[src/rtl/game_tick_gen_pkg.sv]
// Shared types and defaults for the game tick generator: FSM state encoding,
// default period constants and the clamped level-to-period arithmetic.
package game_pkg;

    typedef enum logic [1:0] {
        IDLE = 2'd0,
        RUN  = 2'd1,
        OVER = 2'd2
    } game_state_t;

    localparam logic [31:0] DEF_BASE_PERIOD = 32'd25_000_000;
    localparam logic [31:0] DEF_STEP        = 32'd2_000_000;
    localparam logic [31:0] DEF_MIN_PERIOD  = 32'd5_000_000;
    localparam logic [3:0]  DEF_MAX_LEVEL   = 4'd9;

    // The product is widened so a large STEP cannot wrap before the clamp is applied.
    function automatic logic [31:0] calcPeriod(
        input logic [31:0] basePeriod,
        input logic [31:0] step,
        input logic [31:0] minPeriod,
        input logic [3:0]  lvl
    );
        logic [35:0] w_prod;
        w_prod = {32'd0, lvl} * {4'd0, step};
        if (basePeriod <= minPeriod) begin
            calcPeriod = minPeriod;
        end else if (w_prod >= {4'd0, basePeriod - minPeriod}) begin
            calcPeriod = minPeriod;
        end else begin
            calcPeriod = basePeriod - w_prod[31:0];
        end
    endfunction

endpackage

[src/rtl/game_tick_gen_if.sv]
// Control/status bundle between the game logic and the tick generator.
interface game_tick_gen_if;

    logic       start;
    logic       gameover;
    logic       levelup;
    logic       EN;
    logic [3:0] level;
    logic       running;
    logic       over;

    modport master (
        output start,
        output gameover,
        output levelup,
        input  EN,
        input  level,
        input  running,
        input  over
    );

    modport slave (
        input  start,
        input  gameover,
        input  levelup,
        output EN,
        output level,
        output running,
        output over
    );

endinterface

[src/rtl/game_tick_gen_prescaler.sv]
// Loadable 32-bit cycle counter: counts 0..period-1 while enabled and flags the
// terminal count; a load replaces the period used from the following cycle.
module tick_prescaler #(
    parameter logic [31:0] RESET_PERIOD = 32'd10
) (
    input  logic        clk,
    input  logic        rst,
    input  logic        i_clear,
    input  logic        i_enable,
    input  logic        i_load,
    input  logic [31:0] i_loadPeriod,
    output logic        o_tc
);

    logic [31:0] r_count;
    logic [31:0] r_period;
    logic        w_atTerminal;

    assign w_atTerminal = (r_count == (r_period - 32'd1));
    assign o_tc         = i_enable & w_atTerminal;

    always_ff @(posedge clk) begin
        if (rst) begin
            r_count  <= 32'd0;
            r_period <= RESET_PERIOD;
        end else begin
            if (i_clear) begin
                r_count <= 32'd0;
            end else if (i_enable) begin
                r_count <= w_atTerminal ? 32'd0 : r_count + 32'd1;
            end
            if (i_load) begin
                r_period <= i_loadPeriod;
            end
        end
    end

endmodule

[src/rtl/game_tick_gen.sv]
// Game tick generator: IDLE/RUN/OVER control FSM, difficulty level register and
// the per-level tick period that drives the score counter's EN input.
module game_tick_gen
    import game_pkg::*;
#(
    parameter logic [31:0] BASE_PERIOD = DEF_BASE_PERIOD,
    parameter logic [31:0] STEP        = DEF_STEP,
    parameter logic [31:0] MIN_PERIOD  = DEF_MIN_PERIOD,
    parameter logic [3:0]  MAX_LEVEL   = DEF_MAX_LEVEL
) (
    input  logic           clk,
    input  logic           rst,
    game_tick_gen_if.slave bus
);

    game_state_t r_state;
    logic [3:0]  r_level;
    logic        r_en;
    logic        r_running;
    logic        r_over;

    logic        w_accept;
    logic        w_run;
    logic        w_tc;
    logic        w_load;
    logic [3:0]  w_levelNext;
    logic [31:0] w_nextPeriod;
    logic [31:0] w_loadPeriod;

    // gameover freezes the counter and suppresses both the tick and any levelup.
    assign w_run       = (r_state == RUN) && !bus.gameover;
    assign w_accept    = (r_state != RUN) && bus.start && !bus.gameover;
    assign w_levelNext = (w_run && bus.levelup && (r_level < MAX_LEVEL)) ? r_level + 4'd1 : r_level;

    // The reload sees the level after a same-cycle levelup.
    assign w_nextPeriod = calcPeriod(BASE_PERIOD, STEP, MIN_PERIOD, w_levelNext);
    assign w_load       = w_accept | w_tc;
    assign w_loadPeriod = w_accept ? BASE_PERIOD : w_nextPeriod;

    tick_prescaler #(
        .RESET_PERIOD(BASE_PERIOD)
    ) u_prescaler (
        .clk         (clk),
        .rst         (rst),
        .i_clear     (w_accept),
        .i_enable    (w_run),
        .i_load      (w_load),
        .i_loadPeriod(w_loadPeriod),
        .o_tc        (w_tc)
    );

    always_ff @(posedge clk) begin
        if (rst) begin
            r_state   <= IDLE;
            r_level   <= 4'd0;
            r_en      <= 1'b0;
            r_running <= 1'b0;
            r_over    <= 1'b0;
        end else begin
            case (r_state)
                IDLE, OVER: begin
                    r_en <= 1'b0;
                    if (w_accept) begin
                        r_state   <= RUN;
                        r_level   <= 4'd0;
                        r_running <= 1'b1;
                        r_over    <= 1'b0;
                    end
                end
                RUN: begin
                    if (bus.gameover) begin
                        r_state   <= OVER;
                        r_en      <= 1'b0;
                        r_running <= 1'b0;
                        r_over    <= 1'b1;
                    end else begin
                        r_en    <= w_tc;
                        r_level <= w_levelNext;
                    end
                end
                default: begin
                    r_state   <= IDLE;
                    r_en      <= 1'b0;
                    r_running <= 1'b0;
                    r_over    <= 1'b0;
                end
            endcase
        end
    end

    assign bus.EN      = r_en;
    assign bus.level   = r_level;
    assign bus.running = r_running;
    assign bus.over    = r_over;

endmodule

[src/flat_wrapper.sv]
// flat-port wrapper written by rule: the top's interface ports become plain ports
module game_tick_gen_flat import game_pkg::*;
#(
    parameter logic [31:0] BASE_PERIOD = DEF_BASE_PERIOD,
    parameter logic [31:0] STEP        = DEF_STEP,
    parameter logic [31:0] MIN_PERIOD  = DEF_MIN_PERIOD,
    parameter logic [3:0]  MAX_LEVEL   = DEF_MAX_LEVEL
)
  (clk, rst, bus_start, bus_gameover, bus_levelup, bus_EN, bus_level, bus_running, bus_over);
  game_tick_gen_if bus_i ();
  input  logic clk;
  input  logic rst;
  input wire logic [$bits(bus_i.start)-1:0] bus_start;
  input wire logic [$bits(bus_i.gameover)-1:0] bus_gameover;
  input wire logic [$bits(bus_i.levelup)-1:0] bus_levelup;
  output wire logic [$bits(bus_i.EN)-1:0] bus_EN;
  output wire logic [$bits(bus_i.level)-1:0] bus_level;
  output wire logic [$bits(bus_i.running)-1:0] bus_running;
  output wire logic [$bits(bus_i.over)-1:0] bus_over;
  assign bus_i.start = bus_start;
  assign bus_i.gameover = bus_gameover;
  assign bus_i.levelup = bus_levelup;
  assign bus_EN = bus_i.EN;
  assign bus_level = bus_i.level;
  assign bus_running = bus_i.running;
  assign bus_over = bus_i.over;
  game_tick_gen #(.BASE_PERIOD(BASE_PERIOD), .STEP(STEP), .MIN_PERIOD(MIN_PERIOD), .MAX_LEVEL(MAX_LEVEL)) u_core (.clk(clk), .rst(rst), .bus(bus_i));
endmodule
[config.mk]
export PLATFORM = sky130hd
export DESIGN_NAME = game_tick_gen_flat
export DESIGN_NICKNAME = d
export VERILOG_FILES = /design/src/rtl/game_tick_gen_pkg.sv /design/src/rtl/game_tick_gen_if.sv /design/src/rtl/game_tick_gen_prescaler.sv /design/src/rtl/game_tick_gen.sv /design/src/flat_wrapper.sv
export SDC_FILE = /design/constraint.sdc
export NUM_CORES = 1
export LEC_CHECK = 0
export CAP_MARGIN = 20
export CORE_ASPECT_RATIO = 2
export CORE_MARGIN = 2
export CORE_UTILIZATION = 25
export CTS_CLUSTER_SIZE = 16
export DETAILED_ROUTE_END_ITERATION = 10
export GPL_TIMING_DRIVEN = 0
export PLACE_DENSITY = 0.52
export SETUP_SLACK_MARGIN = 0.5
export SYNTH_ARGS = -nofsm -noshare
export SYNTH_HDL_FRONTEND = slang
export SYNTH_HIERARCHICAL = 1
export SYNTH_SLANG_ARGS = --single-unit
[constraint.sdc]
create_clock -name clk -period 5.35 [get_ports clk]
set_input_delay 1.07 -clock clk [delete_from_list [all_inputs] [get_ports clk]]
set_output_delay 1.07 -clock clk [all_outputs]
set_load 0.02 [all_outputs]
Yosys cells after proc, flatten, opt, wreduce, memory -nomap -nowiden

Cells that the tools add are included.

Input bits: 5
Output and inout port bits: 7
Register bits after elaboration: 73

Order comparisons: 2
Multipliers: 1
Mux-type cells: 16
Equality and inequality tests: 7
Bitwise gates (word level): 3
Add/sub/neg operators: 4
Reduce and logical (&&, ||, !) cells: 13

Operators with widths:

| cell                     | number |
|---|---|
| $mux W32                 | 3 |
| $add A32 B1 Y32 const B  | 1 |
| $eq A32 B32 Y1           | 1 |
| $sub A32 B1 Y32 const B  | 1 |
| $sub A25 B25 Y26 const A | 1 |
| $ge A25 B25 Y1 const B   | 1 |
| $mul A4 B14 Y18 const B  | 1 |
| $mux W4                  | 3 |
| $pmux W4 S2              | 1 |
| $logic_and A1 B1 Y1      | 5 |
| $add A4 B1 Y4 const B    | 1 |
| $lt A4 B4 Y1 const B     | 1 |
| $mux W1                  | 4 |
| $mux W2                  | 2 |
| $ne A2 B1 Y1 const B     | 2 |
| $ne A2 B2 Y1 const B     | 2 |
| $pmux W1 S2              | 2 |
| $pmux W2 S2              | 1 |
| $reduce_or A2 Y1         | 2 |
| $reduce_and A3 Y1        | 1 |
| $reduce_or A3 Y1         | 1 |
| $eq A2 B1 Y1 const B     | 1 |
| $eq A2 B2 Y1 const B     | 1 |
| $logic_not A2 Y1         | 1 |
| other kinds (6)          | 6 |

Longest topological paths before layout

Depth after elaboration: 9
Gate-level depth with buffers: 21
Depth with buffers taken out: 19

Modules after synthesis

Netlist, hierarchy kept.

Modules (own cells, without submodules):

| module         | times used | cells an instance | area an instance (um2) |
|---|---|---|---|
| tick_prescaler | 1          | 429               | 3689.8 |
| game_tick_gen  | 1          | 222               | 1707.9 |

Least setup slack after synthesis

No wires, ideal clock.

Kind: in2reg
Start: input port bus_gameover
End: register u_core.u_prescaler.r_period[22]
Stages on the path: 15
Path buffers: 1
Arrival: 5.251 ns
Data required time: 5.230 ns
Path slack: -0.020 ns
Cells stage by stage: nand4bb_1 -> buf_6 -> a21oi_2 -> mux2_2 -> ha_1 -> inv_1 -> fa_1 -> fa_1 -> or4b_1 -> a311o_1 -> nand2_1 -> o41ai_1 -> o21a_2 -> or3b_1 -> a211o_1

Cells in the longest elaborated chain, start to end: 9
Elaborated cells between the ends (all ways): 13
Those cells by class: add/sub (1); mul (1); order compare (1); mux (3); bitwise (2); reduce/logical (5)

RTL lines:

| what                                                      | line                                             | RTL |
|---|---|---|
| start, declared                                           | flat_wrapper.sv:14                               | `input wire logic [$bits(bus_i.gameover)-1:0] bus_gameover;` |
| $logic_not A1 Y1 *                                        | game_tick_gen.sv:31, game_tick_gen.sv:32         |  |
| $logic_and A1 B1 Y1                                       | game_tick_gen.sv:31                              | `assign w_run = (r_state == RUN) && !bus.gameover;` |
| $logic_and A1 B1 Y1 (2 in series)                         | game_tick_gen.sv:33                              | `assign w_levelNext = (w_run && bus.levelup && (r_level < MAX_LEVEL)) ? r_level + 4'd1 : r_level;` |
| $mux W4                                                   | game_tick_gen.sv:33                              |  |
| $mul A4 B14 Y18                                           | game_tick_gen_pkg.sv:24                          | `w_prod = {32'd0, lvl} * {4'd0, step};` |
| $sub A25 B25 Y26 / $ge A25 B25 Y1 (equally long branches) | game_tick_gen_pkg.sv:30, game_tick_gen_pkg.sv:27 |  |
| $mux W32                                                  | game_tick_gen_pkg.sv:27                          | `end else if (w_prod >= {4'd0, basePeriod - minPeriod}) begin` |
| $mux W32 *                                                | game_tick_gen.sv:38                              | `assign w_loadPeriod = w_accept ? BASE_PERIOD : w_nextPeriod;` |
| named net u_core.w_loadPeriod[22]                         | game_tick_gen.sv:28                              | `logic [31:0] w_loadPeriod;` |
| end signal, assigned                                      | game_tick_gen_prescaler.sv:33                    | `r_period <= i_loadPeriod;` |
| end, declared                                             | game_tick_gen_prescaler.sv:16                    | `logic [31:0] r_period;` |

The timed path passes the listed nets; every way through them passes the cells marked *.
A chain may end at the register's enable or synchronous reset.

Worst setup path in the final report

Ends and elaborated chain as after synthesis.

==> metrics <==
Num Clock Sinks 73; number of distinct library cell variants in the gate-level netlist after synthesis 76; number of flops mapped to enable cells by yosys 0; Worst path slowest cell fa_1; commonest cells in the netlist 96 x nor2_1, 73 x dfxtp_1, 45 x xnor2_1; Data arrival, critical path around 5.2 ns; number of H-tree branching levels 3; Routed WL per cell about 16 um; Core Box Area 21400 sq um; antenna violations before repair 0; GR Overflow Total 0; vias per cell between 4 and 5; worst-case headroom to the max-slew limit 0.319; cell type with the highest occurrence count on the critical path fa_1; cell internal pwr about 990 uW; Cell Chain, Critical Path buf_8, nand4bb_1, buf_6, a21oi_4, mux2_4, ha_4, inv_2, fa_1, fa_1, or4b_4, a311o_1, nand2_1, o41ai_2, o21a_4, or3b_4, a211o_1; Primary FF master, synth dfxtp_1; clock group share of total power 0.461; GRT Total Usage 0.144; Hold WS approximately 0.55 ns; count of pins over their slew limit 0; placement-stage cell area 5950 sq um; overall routed net length about 16000 um; static leakage 2.44 nW; number of fill cells 2283; combined flip-flop and latch cell area between 1000 and 1500 sq um; portion of total power attributed to sequential cells 0.423; antenna viol nets, final 0; vias in the first global route around 4900; row count between 70 and 80; DIE AREA ~23000 sq um; classification of the worst-slack hold path flop to flop; source-to-sink clock delay at the later pin of the worst-skew pair around 0.36 ns; result of the run completed; switching power of the nets approximately 370 uW; synthesized area per cell a little over 8 sq um; largest stage delay on the critical path 0.50 ns; via total after detailed routing 4768; multi-input gate area in the final layout 3950 sq um; area share of the leading cell type in the synthesized netlist 0.271; CTS clk-pin slew, worst paths approximately 0.060 ns; final-report hold violation count 0; end-of-flow core utilization 0.308; library cell with the largest summed area after synthesis dfxtp_1; post-synthesis sequential area ratio 0.271; TritonCTS Buffers 9; area of all placed cells without fillers 6600 sq um; startpoint class of the critical path input pin; chip height about 210 um; ports placed on the boundary 12; Ys Warns 6; start-to-end type of the worst setup path input pin to flop; Req. time, crit path between 5 and 6 ns; die width around 110 um; # Max-Cap Violations 0; switching share of total power 0.274; Max Root-Sink Buffers 2; Pre-antenna DRT Iters 4; kind of end point of the critical path flop; RSZ-0062 raised after global routing true; Clock Skews 0.00564 ns; Worst Reg2Reg Path Length in Cells 17; Max Fanout on Critical Path 7; Residual DRC 0; most frequently used cell type in the post-synthesis netlist nor2_1; Max Freq between 200 and 250 MHz; Post-CTS Hold Buffers 0; period utilisation layout 0.929; effective utilization at floorplan 0.252; total of flip-flops plus latches after synthesis 73; Final setup violation count 0; number of design-rule violations left by the first detailed-router iteration between 100 and 150; area delta synth->final 22.2%; top area cells in the synthesized netlist dfxtp_1 27%, xnor2_1 7.3%, nor2_1 6.7%, xor2_1 6.3%, ha_1 5.6%; power density over cell area about 210 nW/um^2; total half-perimeter wirelength after legalization and detailed placement around 12000 um; final net count between 700 and 800; Gate power share 0.116; worst slew pin tran around 1 ns; final worst slack roughly 0.38 ns; proportion of layout cells with a drive suffix above 1 0.146; worst hold path stage count 2; Setup Slack @ Placement -0.906 ns; count of inserted antenna diode cells 0; synthesized instance count roughly 650; weighted congestion reported at the end of routability-driven placement about 0.92; post-synthesis instance area around 5400 sq um; PnR Total Power 1.36 mW; wire length of the first global-routing pass around 25000 um; largest net degree at the start of global routing 15; post-synthesis async set-or-reset flop share 0; Tmin final 4.97 ns; Worst IR Drop VDD around 0.13 mV; buffer cell driving the clock tree root clkbuf_16; count of buffers from port buffering 10; CTS tree yes
==> state kept, by name, indices dropped and copies added, names as in the netlist <==
register                     count
u_core/bus.level                 4
u_core/bus.EN                    1
u_core/bus.running               1
u_core/r_state                   2
u_core/u_prescaler/r_period     32
u_core/u_prescaler/r_count      32
u_core/bus.over                  1
==> timing repair <==
| action | in CTS | in global routing |
|---|---|---|
| resized for setup | 34 | 19 |
| buffers inserted | 13 | 8 |
| setup endpoints to repair | 30 | 29 |
| pin swaps | 7 | 11 |
| cloned | 1 | 0 |
==> metal layers <==
layer  wire (um)  vias up  track usage
met5           0        -            0
li1            -     2399            -
met3         289       54       0.0237
met2        9310       75        0.288
met4        1320        0        0.121
met1        5000     2240        0.114
==> cell families (layout without fill, tap and decap cells) <==
| kind of cell | Yosys count | after routing | synth area share |
|---|---|---|---|
| AND/OR/NAND/NOR | 278 | 278 | 0.271 |
| AO/OA/AOI/OAI | 105 | 105 | 0.149 |
| XOR/XNOR | 85 | 85 | 0.139 |
| flip-flops | 73 | 73 | 0.271 |
| buffers and inverters | 53 | 101 | 0.0447 |
| adder cells (fa/ha/maj) | 29 | 29 | 0.0742 |
| multiplexers | 26 | 26 | 0.0494 |
| other | 2 | 14 | 0.00139 |
==> final cells by class <==
| class | count | share of cell area |
|---|---|---|
| multi-input cells | 537 | 0.599 |
| flip-flops and latches | 73 | 0.222 |
| well taps | 273 | 0.0518 |
| repair buffers | 32 | 0.0427 |
| clock buffers | 9 | 0.0341 |
| plain buffers | 26 | 0.0228 |
| inverters | 27 | 0.0161 |
| clock inverters | 7 | 0.0123 |
==> cells in the final DEF, fill, tap and decap left out, types with 11 or more instances in the layout <==
cell type	count
nor3_1	16
inv_1	22
nor2_1	95
buf_4	21
nor2b_1	20
conb_1	14
dfxtp_1	73
xor2_1	37
a21oi_1	17
nand3_1	20
nand2_1	44
mux2i_1	24
o21ai_0	14
nand4_1	11
xnor2_1	43
clkbuf_1	11
a211o_1	14
ha_1	19
==> metrics by stage <==
step	TNS (ns)	cells
6_report	0	984
5_1_grt	0	984
4_1_cts	0	976
3_5_place_dp	-14.19	946
3_3_place_gp	-14.00	946
2_1_floorplan	0	663
==> power by group through the flow <==
stage                     Combinational (mW)  Sequential (mW)  Clock (mW)
after floorplan                        0.115            0.584           0
after global placement                 0.152            0.588           0
after detailed placement               0.153            0.588           0
after CTS                              0.157            0.576       0.644
after global routing                   0.174            0.578       0.662
final                                  0.158            0.577       0.629
==> worst max-delay path: cells and delay by family <==
kind / cells / cell delay, ns
AOI/OAI and AO/OA: 5 / 1.05
adders and majority gates: 3 / 1.27
buffers and inverters: 3 / 0.29
muxes: 1 / 0.37
and+or+nand+nor: 4 / 1.15
==> worst paths after layout <==
kind,from,end,slack (ns)
max,bus_gameover,u_core/u_prescaler/r_period[22],0.38
min,u_core/bus.running,u_core/bus.running,0.55
max reg2reg,u_core/bus.level[0],u_core/u_prescaler/r_period[22],0.51
min reg2reg,u_core/bus.running,u_core/bus.running,0.55
No activity file was read; power rests on OpenSTA's default activity.
